`src/rtl/fir_stream_sequencer.sv`:
```
// rtl/fir_stream_sequencer.sv - frame sequencer for a single fir_convolution instance
// Loads one coefficient bank into the filter, then streams a frame of samples with valid/ready handshakes.
module fir_stream_sequencer #(
  parameter int LENGTH     = 20,
  parameter int DATA_WIDTH = 18,
  parameter int BANKS      = 2,
  parameter int CNT_WIDTH  = 16,
  parameter int RESULT_LAT = 1,
  localparam int BANK_W    = (BANKS > 1) ? $clog2(BANKS) : 1,
  localparam int ADDR_W    = (BANKS * LENGTH > 1) ? $clog2(BANKS * LENGTH) : 1
) (
  input  logic                    clock,
  input  logic                    reset_n,
  input  logic                    start,
  input  logic [BANK_W-1:0]       bank_sel,
  input  logic [CNT_WIDTH-1:0]    frame_len,
  input  logic                    abort,
  output logic [ADDR_W-1:0]       coeff_addr,
  output logic                    coeff_rd_en,
  input  logic [DATA_WIDTH-1:0]   coeff_rd_data,
  input  logic                    s_valid,
  output logic                    s_ready,
  input  logic [DATA_WIDTH-1:0]   s_data,
  output logic                    load_coeff_flag,
  output logic                    load_data_flag,
  output logic                    stop_data_load_flag,
  output logic                    coeff_set_flag,
  output logic [DATA_WIDTH-1:0]   data_in,
  output logic [DATA_WIDTH-1:0]   coeff_in,
  input  logic [3*DATA_WIDTH-1:0] fir_result,
  output logic                    m_valid,
  input  logic                    m_ready,
  output logic [3*DATA_WIDTH-1:0] m_data,
  output logic                    busy,
  output logic                    done
);

  localparam int TAP_W = $clog2(LENGTH + 1);
  localparam int LAT_W = $clog2(RESULT_LAT + 1) + 1;

  typedef enum logic [1:0] {S_IDLE, S_COEF, S_STREAM, S_FLUSH} state_t;

  state_t                  state, state_n;
  logic [ADDR_W-1:0]       base_q;
  logic [CNT_WIDTH-1:0]    len_q;
  logic [CNT_WIDTH-1:0]    acc_cnt;
  logic [TAP_W-1:0]        tap_cnt;
  logic [LAT_W-1:0]        lat_cnt;
  logic [1:0]              flush_cnt;
  logic                    rd_en_q;
  logic                    abort_pend;
  logic                    pending;
  logic                    keep_q;
  logic                    last_q;
  logic                    m_valid_q;
  logic [3*DATA_WIDTH-1:0] m_data_q;

  logic s_ready_int;
  logic accept;
  logic abort_eff;
  logic abort_pulse;
  logic pulse;
  logic is_last;
  logic stop_flag;
  logic capture;

  // Only one sample is ever in flight, so a single latency counter tracks the result.
  assign s_ready_int = (state == S_STREAM) && !pending && (!m_valid_q || m_ready);
  assign accept      = s_valid && s_ready_int;
  assign abort_eff   = abort || abort_pend;
  assign abort_pulse = (state == S_STREAM) && !pending && !accept && abort_eff;
  assign pulse       = accept || abort_pulse;
  assign is_last     = (acc_cnt == len_q - CNT_WIDTH'(1));
  assign stop_flag   = abort_pulse || (accept && (is_last || abort_eff));
  assign capture     = pending && (lat_cnt == LAT_W'(RESULT_LAT));

  assign coeff_rd_en     = (state == S_COEF) && (tap_cnt < TAP_W'(LENGTH));
  assign coeff_addr      = coeff_rd_en ? (base_q + ADDR_W'(tap_cnt)) : '0;
  assign load_coeff_flag = (state == S_COEF) && (tap_cnt == '0);
  assign coeff_in        = rd_en_q ? coeff_rd_data : '0;
  assign coeff_set_flag  = 1'b0;

  assign s_ready             = s_ready_int;
  assign load_data_flag      = pulse;
  assign stop_data_load_flag = stop_flag;
  assign data_in             = accept ? s_data : '0;

  assign m_valid = m_valid_q;
  assign m_data  = m_data_q;
  assign busy    = (state != S_IDLE);

  always_comb begin
    state_n = state;
    done    = 1'b0;
    case (state)
      S_IDLE:   if (start) state_n = S_COEF;
      S_COEF:   if (tap_cnt == TAP_W'(LENGTH)) state_n = S_STREAM;
      S_STREAM: if (capture && last_q) state_n = S_FLUSH;
      S_FLUSH: begin
        if (flush_cnt == 2'd2 && !m_valid_q) begin
          done    = 1'b1;
          state_n = S_IDLE;
        end
      end
      default:  state_n = S_IDLE;
    endcase
  end

  always_ff @(posedge clock) begin
    if (!reset_n) begin
      state      <= S_IDLE;
      base_q     <= '0;
      len_q      <= '0;
      acc_cnt    <= '0;
      tap_cnt    <= '0;
      lat_cnt    <= '0;
      flush_cnt  <= '0;
      rd_en_q    <= 1'b0;
      abort_pend <= 1'b0;
      pending    <= 1'b0;
      keep_q     <= 1'b0;
      last_q     <= 1'b0;
      m_valid_q  <= 1'b0;
      m_data_q   <= '0;
    end else begin
      state   <= state_n;
      rd_en_q <= coeff_rd_en;

      if (state == S_IDLE && start) begin
        base_q  <= ADDR_W'(int'(bank_sel) * LENGTH);
        len_q   <= (frame_len == '0) ? CNT_WIDTH'(1) : frame_len;
        acc_cnt <= '0;
        last_q  <= 1'b0;
      end

      if (state == S_COEF) tap_cnt <= tap_cnt + TAP_W'(1);
      else                 tap_cnt <= '0;

      // An abort seen during the coefficient load or while a result is pending waits for the next slot.
      if (pulse || state == S_IDLE || state == S_FLUSH) abort_pend <= 1'b0;
      else if (abort)                                   abort_pend <= 1'b1;

      if (pulse) begin
        pending <= 1'b1;
        lat_cnt <= LAT_W'(1);
        keep_q  <= accept;
        last_q  <= stop_flag;
        if (accept) acc_cnt <= acc_cnt + CNT_WIDTH'(1);
      end else if (capture) begin
        pending <= 1'b0;
      end else if (pending) begin
        lat_cnt <= lat_cnt + LAT_W'(1);
      end

      if (capture && keep_q) begin
        m_data_q  <= fir_result;
        m_valid_q <= 1'b1;
      end else if (m_ready) begin
        m_valid_q <= 1'b0;
      end

      if (state == S_FLUSH) begin
        if (flush_cnt != 2'd2) flush_cnt <= flush_cnt + 2'd1;
      end else begin
        flush_cnt <= '0;
      end
    end
  end

endmodule

```
`config.mk`:
```
export PLATFORM = sky130hd
export DESIGN_NAME = fir_stream_sequencer
export DESIGN_NICKNAME = d
export VERILOG_FILES = /design/src/rtl/fir_stream_sequencer.sv
export SDC_FILE = /design/constraint.sdc
export NUM_CORES = 1
export LEC_CHECK = 0
export CORE_MARGIN = 8
export CORE_UTILIZATION = 44
export CTS_BUF_LIST = sky130_fd_sc_hd__clkbuf_8
export CTS_CLUSTER_DIAMETER = 60
export DETAILED_ROUTE_END_ITERATION = 12
export HOLD_SLACK_MARGIN = 0.15
export PLACE_DENSITY = 0.83
export SYNTH_ARGS = -nofsm -noshare
export SYNTH_HDL_FRONTEND = slang
export SYNTH_SLANG_ARGS = --single-unit
```
`constraint.sdc`:
```
create_clock -name clock -period 2.3 [get_ports clock]
set_input_delay 0.345 -clock clock [delete_from_list [all_inputs] [get_ports clock]]
set_output_delay 0.345 -clock clock [all_outputs]
set_load 0.01 [all_outputs]
```
# --- Yosys cells after proc, flatten, opt, wreduce, memory -nomap -nowiden ---
# Index checks and enable logic that the tools add are counted.
word_totals:
  wordCells: 99
  input_bits: 113
  out_inout_bits: 105
  reg_bits: 107
op_classes:
  n_mul: 1
  add_sub_neg: 6
  reduce_logical: 38
  eq_ne: 13
  magnitude_cmp: 1
  bitwise_logic: 2
  muxes: 23
op_table:
  columns: ["cell", "count"]
  rows:
  - ["$mux W16", 4]
  - ["$mux W18", 2]
  - ["$add A16 B1 Y16 const B", 1]
  - ["$eq A16 B16 Y1", 1]
  - ["$logic_not A16 Y1", 1]
  - ["$sub A16 B1 Y16 const B", 1]
  - ["$logic_and A1 B1 Y1", 13]
  - ["$mux W1", 11]
  - ["$reduce_bool A2 Y1", 5]
  - ["$mux W2", 4]
  - ["$ne A2 B2 Y1 const B", 4]
  - ["$pmux W2 S4", 1]
  - ["$reduce_and A2 Y1", 4]
  - ["$logic_or A1 B1 Y1", 7]
  - ["$add A6 B5 Y6", 1]
  - ["$eq A2 B2 Y1 const B", 3]
  - ["$mux W6", 1]
  - ["$add A5 B1 Y5 const B", 1]
  - ["$eq A5 B5 Y1 const B", 1]
  - ["$logic_not A5 Y1", 1]
  - ["$lt A5 B5 Y1 const B", 1]
  - ["$add A2 B1 Y2 const B", 2]
  - ["$eq A2 B1 Y1 const B", 2]
  - ["$mul A1 B3 Y4 const B", 1]
  - ["other kinds (6)", 11]

# --- Depth between registers and ports, before layout ---
logic_depth:
  word_depth: 11
  ltp_mapped: 9

# --- Worst setup path after synthesis ---
# No wires, ideal clock.
synth_path:
  path_type: "reg-to-output"
  startpoint: "register len_q[8]"
  endpoint: "output stop_data_load_flag"
  arrival_time_ns: 1.846
  path_slack_ns: 0.109
  stages_incl_launch_ff: 8
  t_required_ns: 1.955
  path_cell_list: "dfxtp_1 > buf_6 > or4_4 > o32ai_2 > a32oi_1 > a41oi_1 > nand3_1 > o31ai_1"
synth_between:
  elab_chain_len: 5
synth_rtl:
  columns: ["item", "line", "source"]
  rows:
  - ["start: declaration", "45", "logic [CNT_WIDTH-1:0] len_q;"]
  - ["start signal: assignment", "131", "len_q <= (frame_len == '0) ? CNT_WIDTH'(1) : frame_len;"]
  - ["$sub A16 B1 Y16", "73", "assign is_last = (acc_cnt == len_q - CNT_WIDTH'(1));"]
  - ["$eq A16 B16 Y1", "73", null]
  - ["$logic_or A1 B1 Y1", "74", "assign stop_flag = abort_pulse || (accept && (is_last || abort_eff));"]
  - ["$logic_and A1 B1 Y1", "74", null]
  - ["$logic_or A1 B1 Y1", "74", null]
  - ["end: declaration", "26", "output logic stop_data_load_flag,"]
# Every way passes these cells.

# --- Final worst setup path ---
layout_path:
  startpoint: "register len_q[6]"
  endpoint: "output stop_data_load_flag"
# Same word-level chain as after synthesis.

==> metrics.txt <==
Via Count 5,207; Clock transition at path regs 0.10 ns; hold buffer count at CTS 0; final worst setup slack -0.308 ns; met3 wire len 1900 um; Die X 123 um; Tcrit/Tclk final 1.13; dpl hpwl 13,100 um; Data required, critical path 1.96 ns; Crit. End Element primary output; unrepaired setup endpoints after global routing true; Synth Register Bits 104; Pre-Repair DR Iteration Count 4; Core Rows 39; worst hold-check path type input pin to flop; Hold Crit Depth 2; Max Clk Rate 383 MHz; syn nets 745; overall power 5170 uW; die area around 15,000 sq um; top sig layer met5; Bufs on Longest Clock Path 2; Finish-stage setup viols 1; prevailing post-synth register cell dfxtp_1; Leak 0.00308 uW; ant diodes 0; Core Region 11,300 sq um; Fin. Hold Viols 0; total track usage 0.216; pre-CTS WS -0.433 ns; Max VDD drop 420 uV; Area Overhead vs Synth 57.0%; CTS Sinks 104; Startpoint Class flop; Mapped Area between 5000 and 6000 sq um; critical path's largest stage delay 0.56 ns; R2R cell count 10; Num CTS Buffers 9; Final GP Congestion 0.932; pwr dens 657 nW/um^2; Worst slew margin 0.561; number of synthesized flops with an enable pin 0; Cell Chain, Critical Path or4_4 -> o32ai_2 -> a32oi_1 -> a41oi_1 -> nand3_1 -> o31ai_1 -> buf_2; post-synthesis instance total 619; Die H 123 um; CTS root buf clkbuf_8; pin count of the biggest net entering global routing 73; Final min period 2.61 ns; Overflow after GRT 0; vias in the first global route 5,447; Avg Cell Area, Syn 8.09 sq um; crit path max-delay cell type or4_4; yosys warns 0; actual slew at the worst max-slew pin 0.658 ns; Netlist cell types 46; first-pass GRT wire length 26,100 um; Post-Route M1 WL 6330 um; outcome complete, but fails checks; number of fillers in the final layout 873; TritonCTS clock tree yes; input/output buffers 216; critical path fanouts, max 3; Worst Hold Slack 0.393 ns; Worst-Skew Late Latency 0.37 ns; failing checks setup timing; Seq/Total Area, Yosys 0.416; post-route ant nets 0; H-tree levels 3; share of cells above drive strength 1 0.128; Vias/cell 5.10; final wirelength 16,800 um; FFs w/ async S/R, synth 0; initial antenna violation count 1; final core occ 0.697; crit path kind flop to primary output; drt wl/cell between 15 and 20 um; Layout Nets 998; max-cap viol count 0; Slew Viols, Final 0; io pins 218; met2 WL post-DR 8230 um; starting density of the core 0.444; Final Skew 0.0116 ns; WP data arrival about 2.3 ns; Initial DRC Count 252; Remaining DRCs 0
[routing by layer]
| metal | track usage | vias up |
|---|---|---|
| met4 | 0.0853 | 2 |
| met1 | 0.224 | 2419 |
| li1 | - | 2555 |
| met3 | 0.0938 | 29 |
| met5 | 0 | - |
| met2 | 0.376 | 202 |
[stage by stage]
step                      instance area (sq um)  TNS [ns]  cells
after floorplan                            5010         0    619
after global placement                     7660     -2.13   1001
after detailed placement                   7660     -2.45   1001
after CTS                                  7870    -0.335   1017
after global routing                       7860    -0.454   1020
final                                      7860    -0.308   1020
[logic make-up after synthesis]
| kind of cell | after synthesis | synth area share |
|---|---|---|
| XOR/XNOR | 39 | 0.0682 |
| AND/OR/NAND/NOR | 300 | 0.277 |
| buffers and inverters | 50 | 0.0405 |
| multiplexers | 1 | 0.00200 |
| other | 1 | 0.000749 |
| AO/OA/AOI/OAI | 111 | 0.163 |
| adder cells (fa/ha/maj) | 13 | 0.0325 |
| flip-flops | 104 | 0.416 |
[final timing paths]
kind / from / endpoint / slack, ns
min: reset_n / pending / 0.39
min reg2reg: m_data[12] / m_data[12] / 0.46
max reg2reg: state[0] / acc_cnt[14] / 0.16
max: len_q[6] / stop_data_load_flag / -0.31
[Yosys cell counts, types with 2 or more instances]
cell / instances / share of area
and2_1: 39 / 0.049
a21boi_0: 76 / 0.11
nand4_1: 2 / 0.0025
a21oi_1: 5 / 0.0050
a211oi_1: 4 / 0.0060
inv_1: 17 / 0.013
nor4_1: 7 / 0.0087
nand2_1: 166 / 0.12
nand2b_1: 2 / 0.0025
xor2_1: 18 / 0.031
nand3b_1: 3 / 0.0045
clkbuf_1: 28 / 0.021
o31ai_1: 2 / 0.0030
nor3_1: 10 / 0.010
nor2_1: 29 / 0.022
dfxtp_1: 104 / 0.42
o21ai_0: 8 / 0.0080
a41oi_1: 3 / 0.0052
a31oi_1: 2 / 0.0025
buf_2: 2 / 0.0020
nand3_1: 15 / 0.015
xnor2_1: 21 / 0.037
and3_1: 10 / 0.012
ha_1: 13 / 0.032
nor2b_1: 4 / 0.0050
or3_1: 5 / 0.0062
o211ai_1: 5 / 0.0075
[sequential cells by signal (all words and copies together), names as in the netlist]
signal      flops
pending         1
lat_cnt         2
base_q          1
tap_cnt         5
len_q          16
keep_q          1
state           2
m_valid         1
abort_pend      1
last_q          1
flush_cnt       2
rd_en_q         1
acc_cnt        16
m_data         54
[cells in the final DEF, fill, tap and decap left out, types with 5 or more instances in the layout]
cell / instances
buf_4: 56
a21boi_0: 75
a21oi_1: 5
nand3_1: 14
nor2_1: 29
clkdlybuf4s50_1: 189
nand2_1: 165
nor4_1: 6
xor2_1: 18
o211ai_1: 5
and3_1: 7
or3_1: 5
inv_1: 17
nor3_1: 9
and2_1: 39
clkbuf_8: 11
o21ai_0: 7
clkbuf_2: 17
dfxtp_1: 102
ha_1: 11
xnor2_1: 21
[where the power goes]
part           internal (uW)  leakage, uW  switching [uW]  total (uW)
sequential              1920     0.000842             117        2030
clock                    562     0.000107             624        1190
combinational           1030      0.00213             917        1950
[area by class of cell]
type	instances	area, sq um	area share
multi-input combinational	465	2780	0.353
timing repair buffer	275	2550	0.324
sequential	104	2080	0.265
tap	143	179	0.0228
clock buffer	11	151	0.0193
inverter	17	63.8	0.00812
clock inverter	5	55.1	0.00700
[critical path: cells and delay by family, from the launching register on]
family / cells / cell delay, ns
buffers and inverters: 1 / 0.17
AOI/OAI and AO/OA: 4 / 0.71
and+or+nand+nor: 2 / 0.70
DFF: 1 / 0.32
[timing repair]
item | CTS | global route
cloned | 0 | 1
gates resized for setup | 37 | 48
setup buffers | 0 | 2
setup endpoints to repair | 28 | 25
pin swaps | 2 | 1
Note: power is estimated with default switching activity, not from simulation.
